### src/rtl/vga_sync_rx_if.sv
// Bundle between a VGA-style sync source and the timing receiver.
// Transfer qualifier: hsync/vsync are sampled only on clk edges where
// p_tick is high. p_tick is a one-clk enable, not a handshake, so there is
// no back-pressure. Every output changes only on a ticked edge, except the
// pulses, which clear on the next clk, and reset, which clears everything.
interface vga_sync_rx_if;
    logic       p_tick;
    logic       hsync;
    logic       vsync;
    logic [9:0] pix_x;
    logic [9:0] pix_y;
    logic       video_on;
    logic       locked;
    logic       frame_start;
    logic       line_err;
    logic       frame_err;
    logic [7:0] frame_count;
    logic [1:0] state_dbg;

    modport master (
        output p_tick, hsync, vsync,
        input  pix_x, pix_y, video_on, locked, frame_start,
        input  line_err, frame_err, frame_count, state_dbg
    );

    modport slave (
        input  p_tick, hsync, vsync,
        output pix_x, pix_y, video_on, locked, frame_start,
        output line_err, frame_err, frame_count, state_dbg
    );
endinterface

### src/rtl/vga_sync_rx.sv
// VGA timing receiver: locks onto incoming hsync/vsync, rebuilds the pixel
// position, and reports line/frame timing violations once it has locked.
module vga_sync_rx #(
    parameter int H_DISP     = 640,
    parameter int H_FP       = 16,
    parameter int H_SYNC     = 96,
    parameter int H_BP       = 48,
    parameter int V_DISP     = 480,
    parameter int V_FP       = 10,
    parameter int V_SYNC     = 2,
    parameter int V_BP       = 33,
    parameter int LOCK_LINES = 4
) (
    input logic          clk,
    input logic          reset,
    vga_sync_rx_if.slave bus
);
    localparam int GW = $clog2(LOCK_LINES + 1);
    localparam logic [9:0] H_LAST   = 10'(H_DISP + H_FP + H_SYNC + H_BP - 1);
    localparam logic [9:0] V_LAST   = 10'(V_DISP + V_FP + V_SYNC + V_BP - 1);
    localparam logic [9:0] HS_START = 10'(H_DISP + H_FP);
    localparam logic [9:0] HS_END   = 10'(H_DISP + H_FP + H_SYNC);
    localparam logic [9:0] VS_START = 10'(V_DISP + V_FP);
    localparam logic [9:0] VS_END   = 10'(V_DISP + V_FP + V_SYNC);
    localparam logic [9:0] H_VIS    = 10'(H_DISP);
    localparam logic [9:0] V_VIS    = 10'(V_DISP);
    localparam logic [GW-1:0] GOOD_LOCK = GW'(LOCK_LINES);

    typedef enum logic [1:0] {SEARCH, H_TRACK, V_TRACK, LOCKED} state_t;

    state_t        state, state_nx;
    logic [9:0]    h_cnt, v_cnt, h_inc, v_inc, h_nx, v_nx;
    logic [GW-1:0] good, good_nx;
    logic [7:0]    fc, fc_nx;
    logic          vseen, vseen_nx;
    logic          hs_q, vs_q, hs_fall, vs_fall, h_wrap;
    logic          exp_hs, exp_vs;
    logic          fs_q, le_q, fe_q, fs_nx, le_nx, fe_nx;

    // Free-running position prediction and sync edge detection for this tick.
    always_comb begin
        h_wrap  = (h_cnt == H_LAST);
        h_inc   = h_wrap ? 10'd0 : h_cnt + 10'd1;
        v_inc   = !h_wrap ? v_cnt : ((v_cnt == V_LAST) ? 10'd0 : v_cnt + 10'd1);
        hs_fall = !bus.hsync && hs_q;
        vs_fall = !bus.vsync && vs_q;
        exp_hs  = !((h_inc >= HS_START) && (h_inc < HS_END));
        exp_vs  = !((v_inc >= VS_START) && (v_inc < VS_END));
    end

    // Lock FSM: next state, counter loads and pulses, assuming a tick occurs.
    always_comb begin
        state_nx = state;
        h_nx     = h_inc;
        v_nx     = v_inc;
        good_nx  = good;
        vseen_nx = vseen;
        fc_nx    = fc;
        fs_nx    = 1'b0;
        le_nx    = 1'b0;
        fe_nx    = 1'b0;
        case (state)
            SEARCH: begin
                if (hs_fall) begin
                    h_nx     = HS_START;
                    good_nx  = '0;
                    state_nx = H_TRACK;
                end
            end
            H_TRACK: begin
                if (hs_fall) begin
                    if (h_inc == HS_START) begin
                        good_nx = good + GW'(1);
                        if (good_nx == GOOD_LOCK) begin
                            state_nx = V_TRACK;
                            vseen_nx = 1'b0;
                        end
                    end else begin
                        good_nx = '0;
                        h_nx    = HS_START;
                    end
                end
            end
            V_TRACK: begin
                if (hs_fall && (h_inc != HS_START)) begin
                    state_nx = SEARCH;
                end else if (vs_fall) begin
                    if (!vseen) begin
                        v_nx     = VS_START;
                        vseen_nx = 1'b1;
                    end else if (v_inc == VS_START) begin
                        state_nx = LOCKED;
                        fc_nx    = 8'd0;
                    end else begin
                        v_nx = VS_START;
                    end
                end
            end
            LOCKED: begin
                // A simultaneous h and v mismatch is reported as a line error.
                if (bus.hsync != exp_hs) begin
                    le_nx    = 1'b1;
                    state_nx = SEARCH;
                end else if (bus.vsync != exp_vs) begin
                    fe_nx    = 1'b1;
                    state_nx = SEARCH;
                end else if ((h_inc == 10'd0) && (v_inc == 10'd0)) begin
                    fs_nx = 1'b1;
                    fc_nx = fc + 8'd1;
                end
            end
            default: state_nx = SEARCH;
        endcase
    end

    // State and counters advance only on p_tick; pulses clear every clk.
    always_ff @(posedge clk) begin
        if (!reset) begin
            state <= SEARCH;
            h_cnt <= '0;
            v_cnt <= '0;
            good  <= '0;
            vseen <= 1'b0;
            fc    <= '0;
            hs_q  <= 1'b1;
            vs_q  <= 1'b1;
            fs_q  <= 1'b0;
            le_q  <= 1'b0;
            fe_q  <= 1'b0;
        end else begin
            fs_q <= 1'b0;
            le_q <= 1'b0;
            fe_q <= 1'b0;
            if (bus.p_tick) begin
                state <= state_nx;
                h_cnt <= h_nx;
                v_cnt <= v_nx;
                good  <= good_nx;
                vseen <= vseen_nx;
                fc    <= fc_nx;
                hs_q  <= bus.hsync;
                vs_q  <= bus.vsync;
                fs_q  <= fs_nx;
                le_q  <= le_nx;
                fe_q  <= fe_nx;
            end
        end
    end

    assign bus.pix_x       = h_cnt;
    assign bus.pix_y       = v_cnt;
    assign bus.locked      = (state == LOCKED);
    assign bus.video_on    = (state == LOCKED) && (h_cnt < H_VIS) && (v_cnt < V_VIS);
    assign bus.frame_start = fs_q;
    assign bus.line_err    = le_q;
    assign bus.frame_err   = fe_q;
    assign bus.frame_count = fc;
    assign bus.state_dbg   = state;
endmodule

### src/flat_wrapper.sv
// flat-port wrapper written by rule: the top's interface ports become plain ports
module vga_sync_rx_flat 
#(
    parameter int H_DISP     = 640,
    parameter int H_FP       = 16,
    parameter int H_SYNC     = 96,
    parameter int H_BP       = 48,
    parameter int V_DISP     = 480,
    parameter int V_FP       = 10,
    parameter int V_SYNC     = 2,
    parameter int V_BP       = 33,
    parameter int LOCK_LINES = 4
)
  (clk, reset, bus_p_tick, bus_hsync, bus_vsync, bus_pix_x, bus_pix_y, bus_video_on, bus_locked, bus_frame_start, bus_line_err, bus_frame_err, bus_frame_count, bus_state_dbg);
  vga_sync_rx_if bus_i ();
  input logic clk;
  input logic reset;
  input wire logic [$bits(bus_i.p_tick)-1:0] bus_p_tick;
  input wire logic [$bits(bus_i.hsync)-1:0] bus_hsync;
  input wire logic [$bits(bus_i.vsync)-1:0] bus_vsync;
  output wire logic [$bits(bus_i.pix_x)-1:0] bus_pix_x;
  output wire logic [$bits(bus_i.pix_y)-1:0] bus_pix_y;
  output wire logic [$bits(bus_i.video_on)-1:0] bus_video_on;
  output wire logic [$bits(bus_i.locked)-1:0] bus_locked;
  output wire logic [$bits(bus_i.frame_start)-1:0] bus_frame_start;
  output wire logic [$bits(bus_i.line_err)-1:0] bus_line_err;
  output wire logic [$bits(bus_i.frame_err)-1:0] bus_frame_err;
  output wire logic [$bits(bus_i.frame_count)-1:0] bus_frame_count;
  output wire logic [$bits(bus_i.state_dbg)-1:0] bus_state_dbg;
  assign bus_i.p_tick = bus_p_tick;
  assign bus_i.hsync = bus_hsync;
  assign bus_i.vsync = bus_vsync;
  assign bus_pix_x = bus_i.pix_x;
  assign bus_pix_y = bus_i.pix_y;
  assign bus_video_on = bus_i.video_on;
  assign bus_locked = bus_i.locked;
  assign bus_frame_start = bus_i.frame_start;
  assign bus_line_err = bus_i.line_err;
  assign bus_frame_err = bus_i.frame_err;
  assign bus_frame_count = bus_i.frame_count;
  assign bus_state_dbg = bus_i.state_dbg;
  vga_sync_rx #(.H_DISP(H_DISP), .H_FP(H_FP), .H_SYNC(H_SYNC), .H_BP(H_BP), .V_DISP(V_DISP), .V_FP(V_FP), .V_SYNC(V_SYNC), .V_BP(V_BP), .LOCK_LINES(LOCK_LINES)) u_core (.clk(clk), .reset(reset), .bus(bus_i));
endmodule
### config.mk
export PLATFORM = sky130hd
export DESIGN_NAME = vga_sync_rx_flat
export DESIGN_NICKNAME = d
export VERILOG_FILES = /design/src/rtl/vga_sync_rx_if.sv /design/src/rtl/vga_sync_rx.sv /design/src/flat_wrapper.sv
export SDC_FILE = /design/constraint.sdc
export NUM_CORES = 1
export LEC_CHECK = 0
export ABC_CLOCK_PERIOD_IN_PS = 4900
export BUFFER_PORTS_ARGS = -buffer_cell sky130_fd_sc_hd__buf_2
export CAP_MARGIN = 20
export CORE_MARGIN = 3
export CORE_UTILIZATION = 59
export CTS_BUF_LIST = sky130_fd_sc_hd__clkbuf_4
export CTS_CLUSTER_DIAMETER = 100
export DETAILED_ROUTE_END_ITERATION = 7
export PLACE_DENSITY = 0.84
export SLEW_MARGIN = 20
export SYNTH_ARGS = -nofsm -noshare
export SYNTH_HDL_FRONTEND = slang
export SYNTH_SLANG_ARGS = --single-unit
### constraint.sdc
create_clock -name clk -period 4.9 [get_ports clk]
set_input_delay 0.49 -clock clk [delete_from_list [all_inputs] [get_ports clk]]
set_output_delay 0.49 -clock clk [all_outputs]
set_load 0.02 [all_outputs]
After elaboration in Yosys (flattened, before gate mapping)
Index checks and enable logic that the tools add are counted.
{"block": "word_totals", "reg_bits": 39, "latch_bits": 0, "mem_bits_rw": 0, "mem_bits_ro": 0, "in_bits": 5, "output_inout_bits": 35, "word_cells": 119, "memories": 0}
{"block": "op_classes", "addsub": 4, "mul": 0, "div": 0, "order_cmp": 6, "n_eq_ne": 26, "n_shift": 0, "n_mux": 44, "bitwise": 3, "n_reduce_logical": 25}
{"operator": "10-bit two-way mux", "count": 11}
{"operator": "8-bit two-way mux", "count": 7}
{"operator": "10-bit equality test, second input constant", "count": 3}
{"operator": "10-bit by 1-bit adder with 10-bit output, second input constant", "count": 2}
{"operator": "10-bit zero test", "count": 2}
{"operator": "10-bit < comparator, second input constant", "count": 2}
{"operator": "10-bit by 9-bit < comparator with 1-bit output, second input constant", "count": 2}
{"operator": "2-bit two-way mux", "count": 10}
{"operator": "10-bit one-hot mux with 2 select lines", "count": 1}
{"operator": "9-bit AND reduction", "count": 2}
{"operator": "2-bit by 1-bit inequality test with 1-bit output, second input constant", "count": 8}
{"operator": "8-bit one-hot mux with 2 select lines", "count": 1}
{"operator": "3-bit by 1-bit inequality test with 1-bit output, second input constant", "count": 4}
{"operator": "10-bit by 9-bit equality test with 1-bit output, second input constant", "count": 1}
{"operator": "10-bit >= comparator, second input constant", "count": 1}
{"operator": "10-bit by 9-bit >= comparator with 1-bit output, second input constant", "count": 1}
{"operator": "10-bit inequality test, second input constant", "count": 1}
{"operator": "3-bit two-way mux", "count": 3}
{"operator": "8-bit by 1-bit adder with 8-bit output, second input constant", "count": 1}
{"operator": "1-bit logical AND", "count": 8}
{"operator": "1-bit two-way mux", "count": 8}
{"operator": "2-bit one-hot mux with 4 select lines", "count": 1}
{"operator": "7-bit AND reduction", "count": 1}
{"operator": "2-bit inequality test, second input constant", "count": 3}
{"operator": "15 further kinds", "count": 24}

Longest topological paths before layout
Gate-level depths: netlist of the first run.
{"block": "depth", "depth_word": 10, "mapped_depth": 12, "depth_no_buf": 11}

Worst setup path after synthesis of the first run
Ideal clock, no wire load.
{"block": "synth_path", "path_type": "register to register", "startpoint": "register u_core.h_cnt[0], in the netlist u_core.bus.pix_x[0]", "endpoint": "register u_core.fc[7], in the netlist u_core.bus.frame_count[7]", "setup_ns": 0.070, "arrival_time_ns": 3.801, "path_slack_ns": 1.029, "path_stages_with_launch": 12, "path_cell_list": "dfxtp_1 > ha_1 > buf_2 > nand4_2 > nor4_1 > xnor2_1 > or4b_1 > or4_4 > o41ai_4 > nand4_2 > or3_1 > a21oi_1"}
{"block": "synth_between", "elab_chain_cells": 8}
{"item": "start: declaration", "line_no": "vga_sync_rx.sv:32", "text": "logic [9:0] h_cnt, v_cnt, h_inc, v_inc, h_nx, v_nx;"}
{"item": "start signal: assignment", "line_no": "vga_sync_rx.sv:136", "text": "h_cnt <= h_nx;"}
{"item": "10-bit by 1-bit adder with 10-bit output / 10-bit equality test (equally long branches)", "line_no": "vga_sync_rx.sv:43, vga_sync_rx.sv:42"}
{"item": "10-bit two-way mux, on equally long branches", "line_no": "vga_sync_rx.sv:43, vga_sync_rx.sv:44"}
{"item": "10-bit >= comparator, or another cell as far along", "line_no": "vga_sync_rx.sv:47", "text": "exp_hs = !((h_inc >= HS_START) && (h_inc < HS_END));"}
{"item": "1-bit logical AND, on equally long branches", "line_no": "vga_sync_rx.sv:47, vga_sync_rx.sv:48"}
{"item": "1-bit zero test, on equally long branches", "line_no": "vga_sync_rx.sv:47, vga_sync_rx.sv:48"}
{"item": "1-bit inequality test, on equally long branches", "line_no": "vga_sync_rx.sv:101, vga_sync_rx.sv:104"}
{"item": "2-bit inequality test (no source line)"}
{"item": "9-bit AND reduction (no source line) *"}
{"item": "end signal: assignment", "line_no": "vga_sync_rx.sv:140", "text": "fc <= fc_nx;"}
{"item": "end: declaration", "line_no": "vga_sync_rx.sv:34", "text": "logic [7:0] fc, fc_nx;"}
Every way passes the cells marked *; elsewhere a longest branch is shown, timed or not.
A chain may end at the register's enable or synchronous reset.

Worst setup path after layout of the first run
{"block": "layout_path", "startpoint": "register u_core.h_cnt[0], in the netlist u_core.bus.pix_x[0]", "endpoint": "register u_core.fc[4], in the netlist u_core.bus.frame_count[4]"}
Same word-level chain as after synthesis.

==> flow_summary.yaml, run 1 <==
setup_path:
  worstPathRequired_ns: 5.20
  cp_top_family: "simple AND/OR/NAND/NOR gates"
  crit_top_cell: "or3_1"
  worstSetupPathType: "reg2reg"
  startpoint_type: "register"
  cp-startpoint: "u_core.bus.pix_x[0]$_SDFFE_PN0P_"
  worstPathBufferInverterCount: 0
  endpoint_kind: "register"
  max_stage_delay_ns: 0.55
  crit_slowest_cell: "nor3_2"
  arrival_ns: 4.53
  crit_fanout: 10
  r2r-start: "u_core.bus.pix_x[0]$_SDFFE_PN0P_"
  cp_cell_sequence: "ha_1 -> nand4_2 -> nor3_2 -> a31oi_1 -> or3_1 -> nor4_1 -> mux2i_1 -> nand4_1 -> or3_1 -> a21oi_1"
detailed_routing:
  vias: 2763
  highest_layer: "met4"
  first_iter_violations: 265
  drc: 0
  wl_met2_um: 3340
  first_pass_iters: 5
  ant_nets: 0
  wire_per_inst_um: 16.5
  vias_per_cell: 6.43
  finalWirelength_um: 7090
  wl_met3_um: 501
  drt-met1-wl_um: 3120
synth:
  synth.most_common_cell: "dfxtp_1"
  netlist_area_sq_mm: 0.00268
  yosysWarnings: 0
  synthTopCellsByArea: "dfxtp_1, o21ai_0, nand2_1"
  synthesis.nets: 363
  synth-edff-count: 0
  synth_top_area_cell: "dfxtp_1"
  syn_area_per_cell_sq_um: 7.61
  synth-async-reset-ratio_pct: 0
  synth_ff_type: "dfxtp_1"
  ys_ff_latch: 39
  syn_inst: 352
  yosys.area.top_type_share_pct: 29.1
  ys_seq_area_share_pct: 29.1
  ys_top_cells_by_count: "dfxtp_1, nand2_1, o21ai_0"
  synth_cell_types: 54
clock_network:
  postCtsSetupRepairBufs: 0
  post_cts_resized: 0
  clk_pin_slew_worst_paths_ns: 0.13
  numCtsBuffers: 5
  postCtsHoldBufs: 0
  clk_path_buf_depth: 2
  clk_latency_ns: 0.37
  htree_levels: 2
  cts_root_buf: "clkbuf_4"
  cts.sinks: 39
  tritoncts: "done"
global_route:
  antenna_found_initial: 0
  grt-ovfl-total: 0
  grt_usage_pct: 26.8
  grt_pass1_vias: 2438
  grt_pass1_wl_um: 11400
  grt_max_degree: 36
sta:
  timing.final.crit_share_pct: 86.3
  maxSlewHeadroom_pct: 45.4
  fin_skew_ns: 0.0159
  drv_slew: 0
  rsz0062_at_grt: "false"
  fmax_mhz: 236
  period_minus_slack_ns: 4.23
  hold_viol: 0
  worst_pin_slew_ns: 0.811
  setup_violations: 0
  fin_tns_setup_ns: 0
min_path:
  hp-start: "bus_vsync"
  hp-class: "in2reg"
floorplanning:
  initial_core_util_pct: 63.8
  dieArea_sq_mm: 0.00539
  rows: 23
  die_h_um: 73.4
  ioPinCount: 40
  core_sq_mm: 0.00420
  fp.dieW_um: 73.4
placement:
  place_congestion: 0.943
  post-dp-hpwl_um: 4960
  post_dp_cell_area_sq_mm: 0.00287
  port_buffers: 39
finish:
  final_cell_area_sq_mm: 0.00295
  nets: 390
  seq_area_sq_um: 781
  num_antenna_cells: 0
  fillers: 363
  syn_to_final_growth_pct: 10.1
  drive_above_1_share_pct: 15.8
  multi_input_area_sq_mm: 0.00176
status:
  status: "completed"
run:
  maxCapViolCount: 0
pwr:
  max-vdd-ir-drop_uv: 200
  p_per_area_mw_per_mm2: 216
  p_leak_nw: 1.18
through the flow:
| step | util [%] | setup slack (ns) | cells | total power (W) | hold slack, ns |
|---|---|---|---|---|---|
| 2_1_floorplan | - | 1.03 | 352 | 0.000393 | 0.458 |
| 3_3_place_gp | 68.3 | 0.885 | 422 | 0.000413 | 0.468 |
| 3_5_place_dp | 68.3 | 0.752 | 422 | 0.000415 | 0.480 |
| 4_1_cts | 70.2 | 0.727 | 430 | 0.000638 | 0.437 |
| 5_1_grt | 70.2 | 0.163 | 430 | 0.000663 | 0.442 |
| 6_report | 70.2 | 0.669 | 430 | 0.000637 | 0.450 |
sequential cells by signal, summed over array words and instances, names as in the netlist:
name	count
u_core.bus.pix_x	10
u_core.bus.pix_y	10
u_core.bus.frame_count	8
u_core.good	3
u_core.bus.state_dbg	2
u_core.bus.frame_err	1
u_core.bus.frame_start	1
u_core.bus.line_err	1
u_core.hs_q	1
u_core.vs_q	1
u_core.vseen	1
worst min-delay path, stage by stage:
cell     delay [ns]
buf_2          0.14
mux2i_1        0.09
nand2_1        0.07
area by class of cell:
class                   instances  area share, %
flip-flops and latches         39           26.5
clock inverters                 3           1.48
well taps                      50           2.12
repair buffers                 41           7.12
clock buffers                   5           1.27
inverters                      16           2.04
multi-input cells             276           59.5
power breakdown:
group | internal (W) | switching [W] | total (W)
sequential | 0.000324 | 0.0000134 | 0.000337
combinational | 0.0000256 | 0.0000468 | 0.0000725
clock | 0.000107 | 0.000121 | 0.000228
per-layer routing:
metal / track usage [%] / vias to the layer above
li1: - / 1340
met4: 10.3 / 0
met2: 41.8 / 108
met5: 0 / -
met1: 35.9 / 1303
met3: 5.88 / 12
worst paths after layout:
kind | endpoint | slack, ns | cells after the start
max | u_core.bus.frame_count[4]$_SDFFE_PN0P_ | 0.67 | 10
min | u_core.vs_q$_SDFFE_PN1P_ | 0.45 | 3
max reg2reg | u_core.bus.frame_count[4]$_SDFFE_PN0P_ | 0.67 | 10
min reg2reg | u_core.bus.frame_count[7]$_SDFFE_PN0P_ | 0.50 | 2
kinds of logic (layout without fill, tap and decap cells):
family,after synthesis,count (layout),share of synthesized area (%)
AOI/OAI and AO/OA,93,93,23.4
xor gates and xnor gates,15,15,4.90
adders and majority gates,6,6,2.80
buffers and inverters,37,65,5.37
DFF,39,39,29.1
muxes,5,5,1.87
and+or+nand+nor,157,157,32.5
cells in the final DEF (no fill, tap or decap), drive strengths merged, types with 3 or more instances in the layout:
| cell type | netlist | routed |
|---|---|---|
| o21a | 3 | 3 |
| nand2 | 36 | 36 |
| inv | 16 | 16 |
| mux2i | 5 | 5 |
| a21boi | 9 | 9 |
| buf | 4 | 41 |
| xor2 | 5 | 5 |
| a21oi | 15 | 15 |
| or4 | 4 | 4 |
| nand2b | 7 | 7 |
| nor2 | 26 | 26 |
| and3 | 3 | 3 |
| nor3 | 9 | 9 |
| nor4 | 7 | 7 |
| and2 | 6 | 6 |
| nand4 | 9 | 9 |
| o21ai | 29 | 29 |
| o211ai | 6 | 6 |
| or3 | 9 | 9 |
| ha | 6 | 6 |
| clkbuf | 17 | 5 |
| xnor2 | 10 | 10 |
| nor2b | 5 | 5 |
| a31oi | 8 | 8 |
| o211a | 3 | 3 |
| dfxtp | 39 | 39 |
| and4 | 3 | 3 |
| nand3 | 20 | 20 |
| nor3b | 3 | 3 |
No activity file was read; power rests on OpenSTA's default activity.
==> run 2, diff against run 1 <==
--- a/config.mk
+++ b/config.mk
@@ -8,6 +8,7 @@
 export ABC_CLOCK_PERIOD_IN_PS = 4900
 export BUFFER_PORTS_ARGS = -buffer_cell sky130_fd_sc_hd__buf_2
 export CAP_MARGIN = 20
+export CORE_ASPECT_RATIO = 0.9
 export CORE_MARGIN = 3
 export CORE_UTILIZATION = 59
 export CTS_BUF_LIST = sky130_fd_sc_hd__clkbuf_4
==> run 2 against run 1 <==
Net effect: clock power about the same; sequential share of layout area down 0.067 points; routed wire length down 1.2%; cell area up 0.25%; largest cell class unchanged; sequential cell count unchanged; total power about the same.
==> flow_summary.yaml, run 2 (synthesized netlist as in run 1, its figures left out) <==
placement:
  post-dp-hpwl_um: 4930
  port_buffers: 39
  place_inst: 431
  place_ws_ns: 0.646
  place_congestion: 0.979
pwr:
  combPwrFrac_pct: 11.3
  p_per_area_mw_per_mm2: 216
  max-vdd-ir-drop_uv: 224
  netSwitchingFraction_pct: 28.2
  p_leak_nw: 1.17
  power_w: 0.000638
  pwr-share-seq_pct: 52.8
  intPower_w: 0.000458
  p_sw_w: 0.000180
  clockPowerShare_pct: 35.9
sta:
  drv_slew: 0
  fmax_mhz: 225
  fin_skew_ns: 0.0161
  rsz0062_at_grt: "false"
  fin_tns_setup_ns: 0
  timing.hold.ws_ns: 0.440
  period_minus_slack_ns: 4.45
  maxSlewHeadroom_pct: 43.7
  worst_pin_slew_ns: 0.837
  fin_ws_ns: 0.448
  timing.final.crit_share_pct: 90.8
  hold_viol: 0
  setup_violations: 0
detailed_routing:
  vias_per_cell: 6.30
  ant_nets: 0
  first_iter_violations: 264
  finalWirelength_um: 7000
  highest_layer: "met4"
  wl_met2_um: 3170
  wire_per_inst_um: 15.9
  drc: 0
  first_pass_iters: 7
  wl_met3_um: 503
  drt-met1-wl_um: 3150
  vias: 2767
setup_path:
  crit_slowest_cell: "nor3_2"
  worstPathRequired_ns: 5.20
  max_stage_delay_ns: 0.61
  startpoint_type: "register"
  endpoint_kind: "register"
  arrival_ns: 4.76
  cp_cell_sequence: "ha_1 -> nand4_2 -> nor3_2 -> a31oi_1 -> or3_1 -> nor4_1 -> mux2i_1 -> nand4_1 -> or3_1 -> a21oi_1"
  cp_top_family: "simple AND/OR/NAND/NOR gates"
  worstPathBufferInverterCount: 0
  worstSetupPathType: "reg2reg"
  crit_fanout: 10
  crit_top_cell: "or3_1"
floorplanning:
  dieArea_sq_mm: 0.00539
  ioPinCount: 40
  core_sq_mm: 0.00421
  die_h_um: 69.9
  rows: 22
  initial_core_util_pct: 63.6
  fp.dieW_um: 77.0
clock_network:
  tritoncts: "done"
  htree_levels: 2
  post_cts_resized: 0
  numCtsBuffers: 5
  postCtsSetupRepairBufs: 0
  clk_latency_ns: 0.37
  postCtsHoldBufs: 0
  cts_root_buf: "clkbuf_4"
  cts.sinks: 39
  clk_pin_slew_worst_paths_ns: 0.13
  clk_path_buf_depth: 2
status:
  status: "completed"
global_route:
  antenna_found_initial: 0
  grt_pass1_wl_um: 11600
  grt-ovfl-total: 0
  grt_usage_pct: 26.0
  grt_pass1_vias: 2419
  grt_max_degree: 36
finish:
  drive_above_1_share_pct: 15.6
  layout_common_cells: "buf_2, dfxtp_1, nand2_1, o21ai_0, nor2_1"
  multi_input_area_sq_mm: 0.00176
  num_antenna_cells: 0
  seq_area_sq_um: 781
  nets: 389
  syn_to_final_growth_pct: 10.4
  fillers: 362
  fin_cells: 439
min_path:
  hp-class: "in2reg"
run:
  maxCapViolCount: 0
## run 2: cell count changes in the layout (fill, tap and decap cells not counted), sizes merged
cell,previous run,this run
clkinvlp,0,1
buf,41,40
inv,16,17
clkinv,2,0
## run 2: worst reg2reg max path, cell delays in order, from the launching register on
cell	delay, ns
dfxtp_1	0.49
ha_1	0.42
nand4_2	0.35
nor3_2	0.61
a31oi_1	0.24
or3_1	0.41
nor4_1	0.53
mux2i_1	0.51
nand4_1	0.29
or3_1	0.39
a21oi_1	0.14
## run 2: layout make-up
cell class	instances	area share [%]
Clock inverter	3	1.57
Multi-Input combinational cell	276	59.3
Tap cell	60	2.54
Clock buffer	5	1.27
Timing Repair Buffer	40	6.85
Inverter	16	2.03
Sequential cell	39	26.4
## run 2: per-stage QoR
stage / instance area, sq um / util, %
after floorplan: 2680 / -
after global placement: 2870 / 68.2
after detailed placement: 2870 / 68.2
after CTS: 2960 / 70.2
after global routing: 2960 / 70.2
final: 2960 / 70.2
## run 2: power by group through the flow
stage | clock [W] | combinational [W] | sequential [W]
floorplan | 0 | 0.0000494 | 0.000344
global placement | 0 | 0.0000712 | 0.000343
detailed placement | 0 | 0.0000709 | 0.000343
CTS | 0.000232 | 0.0000713 | 0.000336
global route | 0.000245 | 0.0000782 | 0.000339
finish | 0.000229 | 0.0000719 | 0.000337
## run 2: routing by layer
metal	up-vias	global-route usage (%)
met2	118	41.9
li1	1341	-
met1	1290	34.4
met3	18	5.15
met5	-	0
met4	0	9.49
## run 2: final timing paths
check             slack, ns                                endpoint                              startpoint  cells past startpoint
setup / recovery       0.45  u_core.bus.frame_count[4]$_SDFFE_PN0P_        u_core.bus.pix_x[0]$_SDFFE_PN0P_                     10
hold / removal         0.44                u_core.vs_q$_SDFFE_PN1P_                               bus_vsync                      3
setup reg to reg       0.45  u_core.bus.frame_count[4]$_SDFFE_PN0P_        u_core.bus.pix_x[0]$_SDFFE_PN0P_                     10
hold reg to reg        0.50  u_core.bus.frame_count[7]$_SDFFE_PN0P_  u_core.bus.frame_count[7]$_SDFFE_PN0P_                      2
